$ cat src/rtl/mux_pkg.sv
// Shared constants and helpers for the round-robin/fixed-priority mux arbiter.
package mux_pkg;

   localparam int MODE_RR    = 0;
   localparam int MODE_FIXED = 1;

   // Index width for N channels; a single channel still carries a 1-bit index.
   function automatic int sel_width(input int n);
      return (n <= 1) ? 1 : $clog2(n);
   endfunction

endpackage

$ cat src/rtl/rr_arbiter.sv
// N-way arbiter: round-robin from an internal pointer, or fixed lowest-index priority.
module rr_arbiter
   import mux_pkg::*;
#(
   parameter  int N    = 4,
   parameter  int MODE = MODE_RR,
   localparam int M    = sel_width(N)
) (
   input  logic         clk,
   input  logic         rst_n,
   input  logic [N-1:0] req,
   input  logic         advance,
   output logic [N-1:0] gnt,
   output logic [M-1:0] gnt_idx
);

   logic [M-1:0] ptr_q, ptr_d;
   logic [N-1:0] mask;
   logic [N-1:0] masked_req;
   logic [N-1:0] pick;

   // Requests at or above ptr take precedence; if none, wrap to the full request set.
   always_comb begin
      mask       = '0;
      masked_req = '0;
      pick       = '0;
      gnt        = '0;
      gnt_idx    = '0;
      for (int i = 0; i < N; i++) begin
         mask[i] = (MODE == MODE_RR) && (i >= int'(ptr_q));
      end
      masked_req = req & mask;
      pick       = (|masked_req) ? masked_req : req;
      for (int i = N - 1; i >= 0; i--) begin
         if (pick[i]) begin
            gnt     = '0;
            gnt[i]  = 1'b1;
            gnt_idx = M'(i);
         end
      end
   end

   always_comb begin
      ptr_d = ptr_q;
      if (MODE == MODE_RR && advance) begin
         ptr_d = (gnt_idx == M'(N - 1)) ? '0 : gnt_idx + M'(1);
      end
   end

   always_ff @(posedge clk or negedge rst_n) begin
      if (!rst_n) begin
         ptr_q <= '0;
      end else begin
         ptr_q <= ptr_d;
      end
   end

endmodule

$ cat src/rtl/rr_mux_arbiter.sv
// N:1 multiplexer with internal arbitration and a single registered valid/ready output stage.
module rr_mux_arbiter
   import mux_pkg::*;
#(
   parameter  int N    = 4,
   parameter  int W    = 8,
   parameter  int MODE = MODE_RR,
   localparam int M    = sel_width(N)
) (
   input  logic           clk,
   input  logic           rst_n,
   input  logic [N*W-1:0] in_data,
   input  logic [N-1:0]   in_valid,
   output logic [N-1:0]   in_ready,
   output logic [W-1:0]   out_data,
   output logic [M-1:0]   out_sel,
   output logic           out_valid,
   input  logic           out_ready
);

   // Handshake: a word moves on any cycle where valid and ready are both high on that side.
   logic [W-1:0] out_data_q, out_data_d;
   logic [M-1:0] out_sel_q, out_sel_d;
   logic         out_valid_q, out_valid_d;
   logic [N-1:0] gnt;
   logic [M-1:0] gnt_idx;
   logic [W-1:0] sel_data;
   logic         load;
   logic         advance;

   rr_arbiter #(
      .N    (N),
      .MODE (MODE)
   ) u_arb (
      .clk     (clk),
      .rst_n   (rst_n),
      .req     (in_valid),
      .advance (advance),
      .gnt     (gnt),
      .gnt_idx (gnt_idx)
   );

   // in_ready is gated by rst_n so producers see no accept while reset is held.
   assign load     = !out_valid_q || out_ready;
   assign in_ready = {N{rst_n & load}} & gnt;
   assign advance  = |(in_valid & in_ready);

   always_comb begin
      sel_data = '0;
      for (int i = 0; i < N; i++) begin
         if (gnt_idx == M'(i)) begin
            sel_data = in_data[i*W +: W];
         end
      end
   end

   always_comb begin
      out_data_d  = out_data_q;
      out_sel_d   = out_sel_q;
      out_valid_d = out_valid_q;
      if (load) begin
         out_valid_d = advance;
         if (advance) begin
            out_data_d = sel_data;
            out_sel_d  = gnt_idx;
         end
      end
   end

   always_ff @(posedge clk or negedge rst_n) begin
      if (!rst_n) begin
         out_data_q  <= '0;
         out_sel_q   <= '0;
         out_valid_q <= 1'b0;
      end else begin
         out_data_q  <= out_data_d;
         out_sel_q   <= out_sel_d;
         out_valid_q <= out_valid_d;
      end
   end

   assign out_data  = out_data_q;
   assign out_sel   = out_sel_q;
   assign out_valid = out_valid_q;

endmodule

$ cat config.mk
export PLATFORM = sky130hd
export DESIGN_NAME = rr_mux_arbiter
export DESIGN_NICKNAME = d
export VERILOG_FILES = /design/src/rtl/mux_pkg.sv /design/src/rtl/rr_arbiter.sv /design/src/rtl/rr_mux_arbiter.sv
export SDC_FILE = /design/constraint.sdc
export NUM_CORES = 1
export LEC_CHECK = 0
export CAP_MARGIN = 30
export CORE_MARGIN = 4
export CORE_UTILIZATION = 39
export CTS_CLUSTER_DIAMETER = 60
export CTS_CLUSTER_SIZE = 20
export DETAILED_ROUTE_END_ITERATION = 16
export MAX_ROUTING_LAYER = met4
export PLACE_DENSITY = 0.82
export SYNTH_ARGS = -nofsm -noshare
export SYNTH_HDL_FRONTEND = slang
export SYNTH_SLANG_ARGS = --single-unit
$ cat constraint.sdc
create_clock -name clk -period 2.6 [get_ports clk]
set_input_delay 0.26 -clock clk [delete_from_list [all_inputs] [get_ports clk]]
set_output_delay 0.26 -clock clk [all_outputs]
set_load 0.01 [all_outputs]
# Yosys cells after proc, flatten, opt, wreduce, memory -nomap -nowiden
# Cells that the tools add are included.
# W data, S select, Z words.
[classes] n_reduce_logical=6 muxes=14 addsub=1 n_eq_ne=3 n_lt_le_gt_ge=3 n_bitwise=4
[ops] op="$mux W8" n=4
[ops] op="$mux W4" n=5
[ops] op="$and A4 B4 Y4" n=3
[ops] op="$mux W2" n=5
[ops] op="$reduce_or A4 Y1" n=2
[ops] op="$eq A2 B2 Y1 const B" n=2
[ops] op="$ge A1 B2 Y1 const A" n=2
[ops] op="$add A2 B1 Y2 const B" n=1
[ops] op="$eq A2 B1 Y1 const B" n=1
[ops] op="$ge A2 B2 Y1 const A" n=1
[ops] op="$logic_not A2 Y1" n=1
[ops] op="$reduce_and A2 Y1" n=1
[ops] op="$and A1 B1 Y1" n=1
[ops] op="$logic_not A1 Y1" n=1
[ops] op="$logic_or A1 B1 Y1" n=1
[totals] out_inout_bits=15 reg_bits=13 inputBits=39 elab_cells=35

# Logic depth before layout (Yosys ltp)
# Gate-level depths: netlist (run 1).
[depth] word_depth=13 ltp_mapped=11 mapped_depth_nobuf=9

# Hierarchy
# A second synthesis (run 1) with hierarchy kept.
[hier_totals] hier_cells=85 area_unflattened_um2=949.7
[by_module_without_submodules] mod="rr_mux_arbiter" n_inst=1 cells_each=42 area_each_um2=659.4 seq_area_each_um2=275.3
[by_module_without_submodules] mod="rr_arbiter" n_inst=1 cells_each=43 area_each_um2=290.3 seq_area_each_um2=50.0

# Least setup slack after synthesis (run 1)
# Ideal clock, no wire load.
[synth_path] path_kind="register to register" start="reg u_arb.ptr_q[1]" end="reg out_data_q[1], in the netlist out_data[1]" t_required_ns=2.522 stages_incl_launch_ff=12 n_path_buf=3 period_less_slack_ns=2.173 slack_ns=0.427 setup_ns=0.078 arrival_ns=2.095 cell_sequence="dfrtp_1 > buf_2 > nor2b_2 > o311ai_4 > and3_1 > ha_1 > clkbuf_2 > buf_2 > a21oi_1 > a221oi_1 > a211oi_1 > a21oi_1"
[synth_via] elab_chain_len=13 word_cells_on_any_way=26 classes_between="3 x order compare; 3 x eq/ne; 13 x mux; 3 x bitwise; 4 x reduce/logical"
[synth_lines] element="start: declaration" line_no="rr_arbiter.sv:17" rtl="logic [M-1:0] ptr_q, ptr_d;"
[synth_lines] element="start signal: assignment" line_no="rr_arbiter.sv:54" rtl="ptr_q <= ptr_d;"
[synth_lines] element="$ge A1 B2 Y1 or $ge A2 B2 Y1 (tied branches)" line_no="rr_arbiter.sv:30" rtl="mask[i] = (MODE == MODE_RR) && (i >= int'(ptr_q));"
[synth_lines] element="$and A4 B4 Y4 *" line_no="rr_arbiter.sv:32" rtl="masked_req = req & mask;"
[synth_lines] element="$reduce_or A4 Y1" line_no="rr_arbiter.sv:33" rtl="pick = (|masked_req) ? masked_req : req;"
[synth_lines] element="$mux W4 *" line_no="rr_arbiter.sv:33"
[synth_lines] element="$mux W2 (3 in a row)" line_no="rr_arbiter.sv:35" rtl="if (pick[i]) begin"
[synth_lines] element="$mux W2 *" line_no="rr_arbiter.sv:35"
[synth_lines] element="named net gnt_idx[1]" line_no="rr_mux_arbiter.sv:26" rtl="logic [M-1:0] gnt_idx;"
[synth_lines] element="$logic_not A2 Y1" line_no="rr_mux_arbiter.sv:51" rtl="if (gnt_idx == M'(i)) begin"
[synth_lines] element="$mux W8 (3 in a row)" line_no="rr_mux_arbiter.sv:51"
[synth_lines] element="$mux W8 *" line_no="rr_mux_arbiter.sv:51"
[synth_lines] element="end signal: assignment" line_no="rr_mux_arbiter.sv:76" rtl="out_data_q <= out_data_d;"
[synth_lines] element="end: declaration" line_no="rr_mux_arbiter.sv:22" rtl="logic [W-1:0] out_data_q, out_data_d;"
# The timed path passes the listed nets; every way through them passes the cells marked *.
# A chain may end at the register's enable or synchronous reset.

# Worst setup path in the final report (run 1)
[layout_path] start="in in_valid[2]" end="out in_ready[3]"
[layout_via] elab_chain_len=8
[layout_lines] element="start: declaration" line_no="rr_mux_arbiter.sv:13" rtl="input logic [N-1:0] in_valid,"
[layout_lines] element="$and A4 B4 Y4" line_no="rr_arbiter.sv:32"
[layout_lines] element="$reduce_or A4 Y1" line_no="rr_arbiter.sv:33"
[layout_lines] element="$mux W4 *" line_no="rr_arbiter.sv:33"
[layout_lines] element="$mux W4 (3 in a row)" line_no="rr_arbiter.sv:35"
[layout_lines] element="$mux W4 *" line_no="rr_arbiter.sv:35"
[layout_lines] element="$and A4 B4 Y4 *" line_no="rr_mux_arbiter.sv:45" rtl="assign in_ready = {N{rst_n & load}} & gnt;"
[layout_lines] element="end: declaration" line_no="rr_mux_arbiter.sv:14" rtl="output logic [N-1:0] in_ready,"
# Every way passes the cells marked *; elsewhere a longest branch is shown, timed or not.

==> results of run 1 <==
## how the worst max path moves through the flow
stage,end,cells after the start
finish,in_ready[3],7
global route,in_ready[0],5
CTS,in_ready[2],7
detailed placement,out_data[5]$_DFFE_PN0P_,10
global placement,out_data[5]$_DFFE_PN0P_,10
floorplan,out_data[1]$_DFFE_PN0P_,11
## flip-flops by register name (all words and copies together), names as in the netlist
name,cells
out_data,8
out_valid,1
u_arb.ptr_q,2
out_sel,2
## metal layers
layer / vias up / wire (um)
met5: - / 0
met4: 0 / 38
met3: 5 / 230
met2: 41 / 1630
met1: 502 / 1250
li1: 528 / -
## area by class of cell
| cell class | instances | share of cell area |
|---|---|---|
| Inverter | 20 | 0.0458 |
| Clock buffer | 4 | 0.0160 |
| Multi-Input combinational cell | 74 | 0.349 |
| Tap cell | 30 | 0.0229 |
| Timing Repair Buffer | 62 | 0.368 |
| Sequential cell | 13 | 0.198 |
## cells by family after synthesis
kind of cell	count (synthesis)	synth area share
buffers and inverters	28	0.119
muxes	3	0.0320
and+or+nand+nor	24	0.158
AOI/OAI and AO/OA	43	0.321
adders and majority gates	4	0.0493
DFF	13	0.320
## critical path, stage by stage
cell and delay (ns):
clkdlybuf4s50_1 0.55, and2b_1 0.18, nor2b_2 0.08, o311ai_4 0.25, buf_4 0.19, o2111a_1 0.18, clkdlybuf4s50_1 0.53
## Yosys cell counts
cell      count  area (sq um)
and3_1        1          6.26
dfrtp_1      13           325
a21oi_1      19          95.1
a221oi_1      9          78.8
mux2_1        2          22.5
o22a_1        1          8.76
nor3b_1       1          7.51
buf_4         1          7.51
o21ai_0       2          10.0
nand2_1       3          11.3
nor4b_2       1          15.0
inv_1        20          75.1
a211oi_1      8          60.1
or2_4         1          8.76
and2_1        2          12.5
a41o_1        1          10.0
buf_2         3          15.0
nand3b_1      8          60.1
nand2b_1      1          6.26
nand3_1       1          5.00
nor2b_2       1          8.76
clkbuf_2      1          5.00
o2111a_1      1          11.3
ha_1          4          50.1
nor2_1        3          11.3
buf_6         1          11.3
o311ai_4      2          52.6
and2b_1       1          7.51
clkbuf_1      1          3.75
buf_1         1          3.75
mux2i_1       1          10.0
## through the flow
stage	instance area, sq um	worst slack, ns
after global routing	1640	0.00217
final	1640	0.130
after global placement	1610	0.0710
after floorplan	1020	0.427
after CTS	1630	0.0869
after detailed placement	1610	-0.0651
## report_power, final
| group | total (mW) | internal [mW] | switching [mW] |
|---|---|---|---|
| clock network | 0.132 | 0.0597 | 0.0724 |
| registers | 0.359 | 0.293 | 0.0665 |
| logic | 0.825 | 0.435 | 0.391 |
==> summary.md, run 1 <==
| Metric | Value |
|---|---|
| DR vias | `approximately 1,100` |
| GRT Max-Usage Layer | `met2` |
| Actual slew at the worst max-slew pin | `about 0.39 ns` |
| Yosys reg bits | `13` |
| Global route overflow | `0` |
| Clk Latency, worst-skew pair | `just under 0.3 ns` |
| DIE AREA | `~3500 sq um` |
| Lkg Pwr | `around 0.74 nW` |
| Largest net degree at the start of global routing | `17` |
| Clock skew | `0.00920 ns` |
| Yosys cell types | `31` |
| TNS Setup | `0 ns` |
| Total number of yosys warnings | `0` |
| Worst R2R Start | `u_arb.ptr_q[0]$_DFFE_PN0P_` |
| Worst min path class | `input pin to async pin` |
| Mean Syn Cell Area | `just under 9 sq um` |
| Critical Path RT | `~2.3 ns` |
| # diodes | `0` |
| CTS sink count | `13` |
| Worst-case reg-to-reg path depth | `10` |
| Die span in x | `between 50 and 60 um` |
| Clk buf depth | `2` |
| Commonest non-fill, non-tap cells in the layout | `clkdlybuf4s50_1, inv_1, a21oi_1` |
| Placed cells | `a little under 200` |
| DIE HEIGHT | `about 59 um` |
| Max-slew violation count | `0` |
| Starting DRT DRC Count | `28` |
| GRT Overall Usage | `0.198` |
| Core area | `roughly 2500 sq um` |
| Net Count, Synth | `158` |
| CP endpoint kind | `output pin` |
| DR pass1 iterations | `4` |
| CTS buffer count | `3` |
| Starting density of the core | `0.410` |
| Status | `finished clean` |
| Vias per cell | `approximately 5.3` |
| Vias in the first global route | `approximately 1,100` |
| MaxCap Viol Count | `0` |
| Met2 Use GR | `0.353` |
| Data arrival, critical path | `about 2.2 ns` |
| Synthesized netlist cell count | `approximately 120` |
| Worst vdd ir | `around 0.60 mV` |
| Minimum clock period | `roughly 2.5 ns` |
| CP Class | `input pin to output pin` |
| # hold bufs at CTS | `0` |
| Reg area | `around 330 sq um` |
| Initial antenna violation count | `0` |
| Final Hold Fails | `0` |
| Global-route wire length before repair | `about 5100 um` |
| Slew margin rel. | `0.739` |
| RePlAce Congestion | `roughly 0.92` |
| H-tree depth | `1` |
| RSZ-0062 raised after global routing | `no` |
| Fin Hold WS | `0.154 ns` |
| Post-CTS Setup Inserts | `0` |
| Average wire per standard cell | `around 16 um` |
| Post-DP HPWL | `~2500 um` |
| Final core area utilization | `0.662` |
| FF-to-FF End | `out_data[3]$_DFFE_PN0P_` |
| Critical path startpoint | `in_valid[2]` |
| Tcrit/Tclk final | `0.950` |
| Share of cells above drive strength 1 | `0.104` |
| CTS tree | `built` |
| P&R area growth vs syn | `61.3%` |
| DRC errors left | `0` |
| Routing usage on met3 | `0.0392` |
| Clk pin slew, worst setup/hold paths | `around 0.080 ns` |
| Commonest non-fill, non-tap cell in the layout | `clkdlybuf4s50_1` |
| Routed wire length | `~3100 um` |
| Seq/Total Area, Yosys | `0.320` |
| Fill count | `around 210` |
| Finished Layout Cells | `slightly above 200` |
| Critical Path Start Type | `input pin` |
| R2R setup slack | `between 0.3 and 0.4 ns` |
| Fmax achieved | `~0.40 GHz` |
| Post-CTS Resized | `0` |
| Antenna-violating nets left | `0` |
| M1 GR Usage | `0.222` |
| Critical path peak fanout | `5` |
| PD cells | `approximately 800 nW/um^2` |
| Multi-input gate area | `572 sq um` |
| Count of buffers from port buffering | `between 50 and 60` |
| Final Setup Violations | `0` |
| Overall Power | `~1.3 mW` |
| Syn Std Cell Area | `about 1000 sq um` |
| CTS root buf | `clkbuf_4` |
| Row count | `18` |
| IO Count | `54` |
| Final nets | `between 200 and 250` |
No activity file was read; power rests on OpenSTA's default activity.
==> run 2: changes to the inputs <==
- CORE_UTILIZATION: 39 -> 38
- SYNTH_HIERARCHICAL: unset -> 1
==> summary.md, run 2 <==
| Metric | Value |
|---|---|
| CTS sink count | `13 (unchanged)` |
| Row count | `17 (-1)` |
| Average wire per standard cell | `15.4 um (-0.61%)` |
| Routed wire length | `2620 um (-17%)` |
| Post-CTS Setup Inserts | `0 (unchanged)` |
| Core area | `2300 sq um (-7.3%)` |
| Yosys reg bits | `13 (unchanged)` |
| Tcrit/Tclk final | `0.926 (-0.0242)` |
| MaxCap Viol Count | `0 (unchanged)` |
| XOR/XNOR share of the synthesized area | `0 (unchanged)` |
| Minimum clock period | `2.41 ns (-0.0630 ns)` |
| # diodes | `0 (unchanged)` |
| GRT Overall Usage | `0.169 (-0.0288)` |
| Placed cells | `166 (-17%)` |
| DIE AREA | `3360 sq um (-3.5%)` |
| Critical Path RT | `2.34 ns (about the same)` |
| Clk pin slew, worst setup/hold paths | `0.08 ns (about the same)` |
| Mean Syn Cell Area | `11.2 sq um (+26%)` |
| Total number of yosys warnings | `6 (+6)` |
| Commonest non-fill, non-tap cells in the layout | `clkdlybuf4s50_1, dfrtp_1, mux2_2` |
| Count of buffers from port buffering | `53 (unchanged)` |
| Final nets | `182 (-16%)` |
| Multiplexer share of the synthesized area | `0.320 (+0.288)` |
| Yosys cell types | `23 (-26%)` |
| Post-CTS Resized | `0 (unchanged)` |
| Clk Latency, worst-skew pair | `0.27 ns (-0.02 ns)` |
| PD cells | `847 nW/um^2 (+5.4%)` |
| DIE HEIGHT | `58.0 um (-1.8%)` |
| RSZ-0062 raised after global routing | `no` |
| Vias in the first global route | `964 (-14%)` |
| NetSw | `0.453 mW (-15%)` |
| H-tree depth | `1 (unchanged)` |
| Global route overflow | `0 (unchanged)` |
| Die span in x | `58.0 um (-1.8%)` |
| Net Count, Synth | `124 (-22%)` |
| Critical Path Start Type | `register` |
| Actual slew at the worst max-slew pin | `0.344 ns (-0.0432 ns)` |
| Post-DP HPWL | `2200 um (-13%)` |
| Sequential share of power | `0.287 (+0.014)` |
| Synthesized-area fraction occupied by and/or/nand/nor cells | `0.104 (-0.0536)` |
| Largest family of logic cells by synthesized area | `multiplexers` |
| Slew margin rel. | `0.770 (+0.0308)` |
| Final Setup Violations | `0 (unchanged)` |
| DR pass1 iterations | `4 (unchanged)` |
| CP Class | `register to output pin` |
| Leading cell types by count after synthesis | `dfrtp_1, mux2_2, a21oi_1, nor2_1, mux4_2` |
| RePlAce Congestion | `0.795 (-14%)` |
| Clk buf depth | `2 (unchanged)` |
| Final Hold Fails | `0 (unchanged)` |
| Gate power share | `0.621 (-0.006)` |
| Global-route wire length before repair | `4180 um (-18%)` |
| Starting density of the core | `0.413 (+0.00330)` |
| Post-synthesis adder-cell area fraction | `0 (-0.0493)` |
| Share of cells above drive strength 1 | `0.246 (+0.142)` |
| Commonest non-fill, non-tap cell in the layout | `clkdlybuf4s50_1` |
| Most frequent cell after synthesis | `dfrtp_1` |
| Seq/Total Area, Yosys | `0.343 (+0.0224)` |
| IO Count | `54 (unchanged)` |
| P&R area growth vs syn | `63.9%` |
| Initial antenna violation count | `0 (unchanged)` |
| CTS tree | `built` |
| CTS root buf | `clkbuf_4` |
| Predominant post-synthesis flop cell | `dfrtp_1` |
| Largest net degree at the start of global routing | `12 (-5)` |
| Lkg Pwr | `0.646 nW (-13%)` |
| Worst vdd ir | `0.539 mV (-9.8%)` |
| Max-slew violation count | `0 (unchanged)` |
| Antenna-violating nets left | `0 (unchanged)` |
| Complex-gate fraction of the synthesized area | `0.150 (-0.171)` |
| Top cell type's share of synthesized area | `0.343 (+0.0224)` |
| DR vias | `936 (-13%)` |
| Top cells by area, synth | `dfrtp_1, mux4_2, mux2_2, a21oi_1, buf_6` |
| Starting DRT DRC Count | `26 (-7.1%)` |
| Clock network power share | `0.092 (-0.008)` |
| Post-synth EDFFs | `0 (unchanged)` |
| Critical path peak fanout | `7 (+2)` |
| Synthesized netlist cell count | `85 (-26%)` |
| TNS Setup | `0 ns (unchanged)` |
| Synth area leader | `dfrtp_1` |
| Fmax achieved | `0.416 GHz (+2.6%)` |
| Fin Hold WS | `0.231 ns (+0.0763 ns)` |
| Switching portion of total power | `0.344 (-0.0588)` |
| CTS buffer count | `3 (unchanged)` |
| Internal power | `0.865 mW (+9.9%)` |
| CP endpoint kind | `output pin` |
| DRC errors left | `0 (unchanged)` |
| Clock skew | `0.0103 ns (+0.00108 ns)` |
| Vias per cell | `5.51 (+3.9%)` |
| Max reg flops | `8 (unchanged)` |
| Syn Std Cell Area | `950 sq um (-6.5%)` |
| Fraction of registers with async set/reset | `1.00 (unchanged)` |
| Worst min path class | `input pin to async pin` |
| Finished Layout Cells | `170 (-16%)` |
| Data arrival, critical path | `2.15 ns (-0.06 ns)` |
| Status | `finished clean` |
| # hold bufs at CTS | `0 (unchanged)` |
run 2: final cells by class:
type	count	area (sq um)
multi-input combinational	61	546
timing repair buffer	60	608
clock inverter	1	5.00
sequential	13	325
fill	177	741
inverter	4	15.0
tap	28	35.0
clock buffer	3	22.5
run 2: final timing paths:
kind | start | end | slack (ns) | cells past startpoint
hold reg to reg | out_data[7]$_DFFE_PN0P_ | out_data[7]$_DFFE_PN0P_ | 0.51 | 1
max in group asynchronous | rst_n | out_data[3]$_DFFE_PN0P_ | 1.92 | 2
min in group clk | out_data[7]$_DFFE_PN0P_ | out_data[7]$_DFFE_PN0P_ | 0.51 | 1
hold / removal | rst_n | out_data[1]$_DFFE_PN0P_ | 0.23 | 1
setup reg to reg | u_arb/ptr_q[1]$_DFFE_PN0P_ | u_arb/ptr_q[1]$_DFFE_PN0P_ | 0.31 | 11
setup / recovery | u_arb/ptr_q[1]$_DFFE_PN0P_ | in_ready[2] | 0.19 | 7
run 2: cell families (layout without fill, tap and decap cells):
group | Yosys count | in the layout
mux | 19 | 19
simple gates | 21 | 21
compound gates | 21 | 21
flops | 13 | 13
buf+inv | 11 | 68
run 2: routing by layer:
layer / GRT usage / wire (um) / vias to the layer above
met2: 0.271 / 1260 / 58
met3: 0.0869 / 360 / 2
li1: - / - / 431
met4: 0.0563 / 21 / 0
met5: - / 0 / -
met1: 0.180 / 981 / 445
run 2: critical path, cell delays in order, from the launching register on:
cell and delay (ns):
dfrtp_1 0.47, buf_4 0.19, inv_1 0.09, a21oi_1 0.08, o22ai_1 0.19, and2_2 0.18, and3_1 0.14, clkdlybuf4s50_1 0.53
run 2: power by group through the flow:
stage | Clock (mW) | Combinational, mW | Sequential (mW)
6_report | 0.121 | 0.818 | 0.378
5_1_grt | 0.141 | 0.884 | 0.394
4_1_cts | 0.126 | 0.828 | 0.377
3_5_place_dp | 0 | 0.825 | 0.378
3_3_place_gp | 0 | 0.801 | 0.375
2_1_floorplan | 0 | 0.431 | 0.403
run 2: through the flow:
stage	instance area [sq um]	setup slack, ns	utilization	power [mW]
2_1_floorplan	950	0.557	-	0.834
3_3_place_gp	1530	0.163	0.666	1.18
3_5_place_dp	1530	0.101	0.666	1.20
4_1_cts	1560	0.179	0.678	1.33
5_1_grt	1560	0.0249	0.678	1.42
6_report	1560	0.193	0.678	1.32
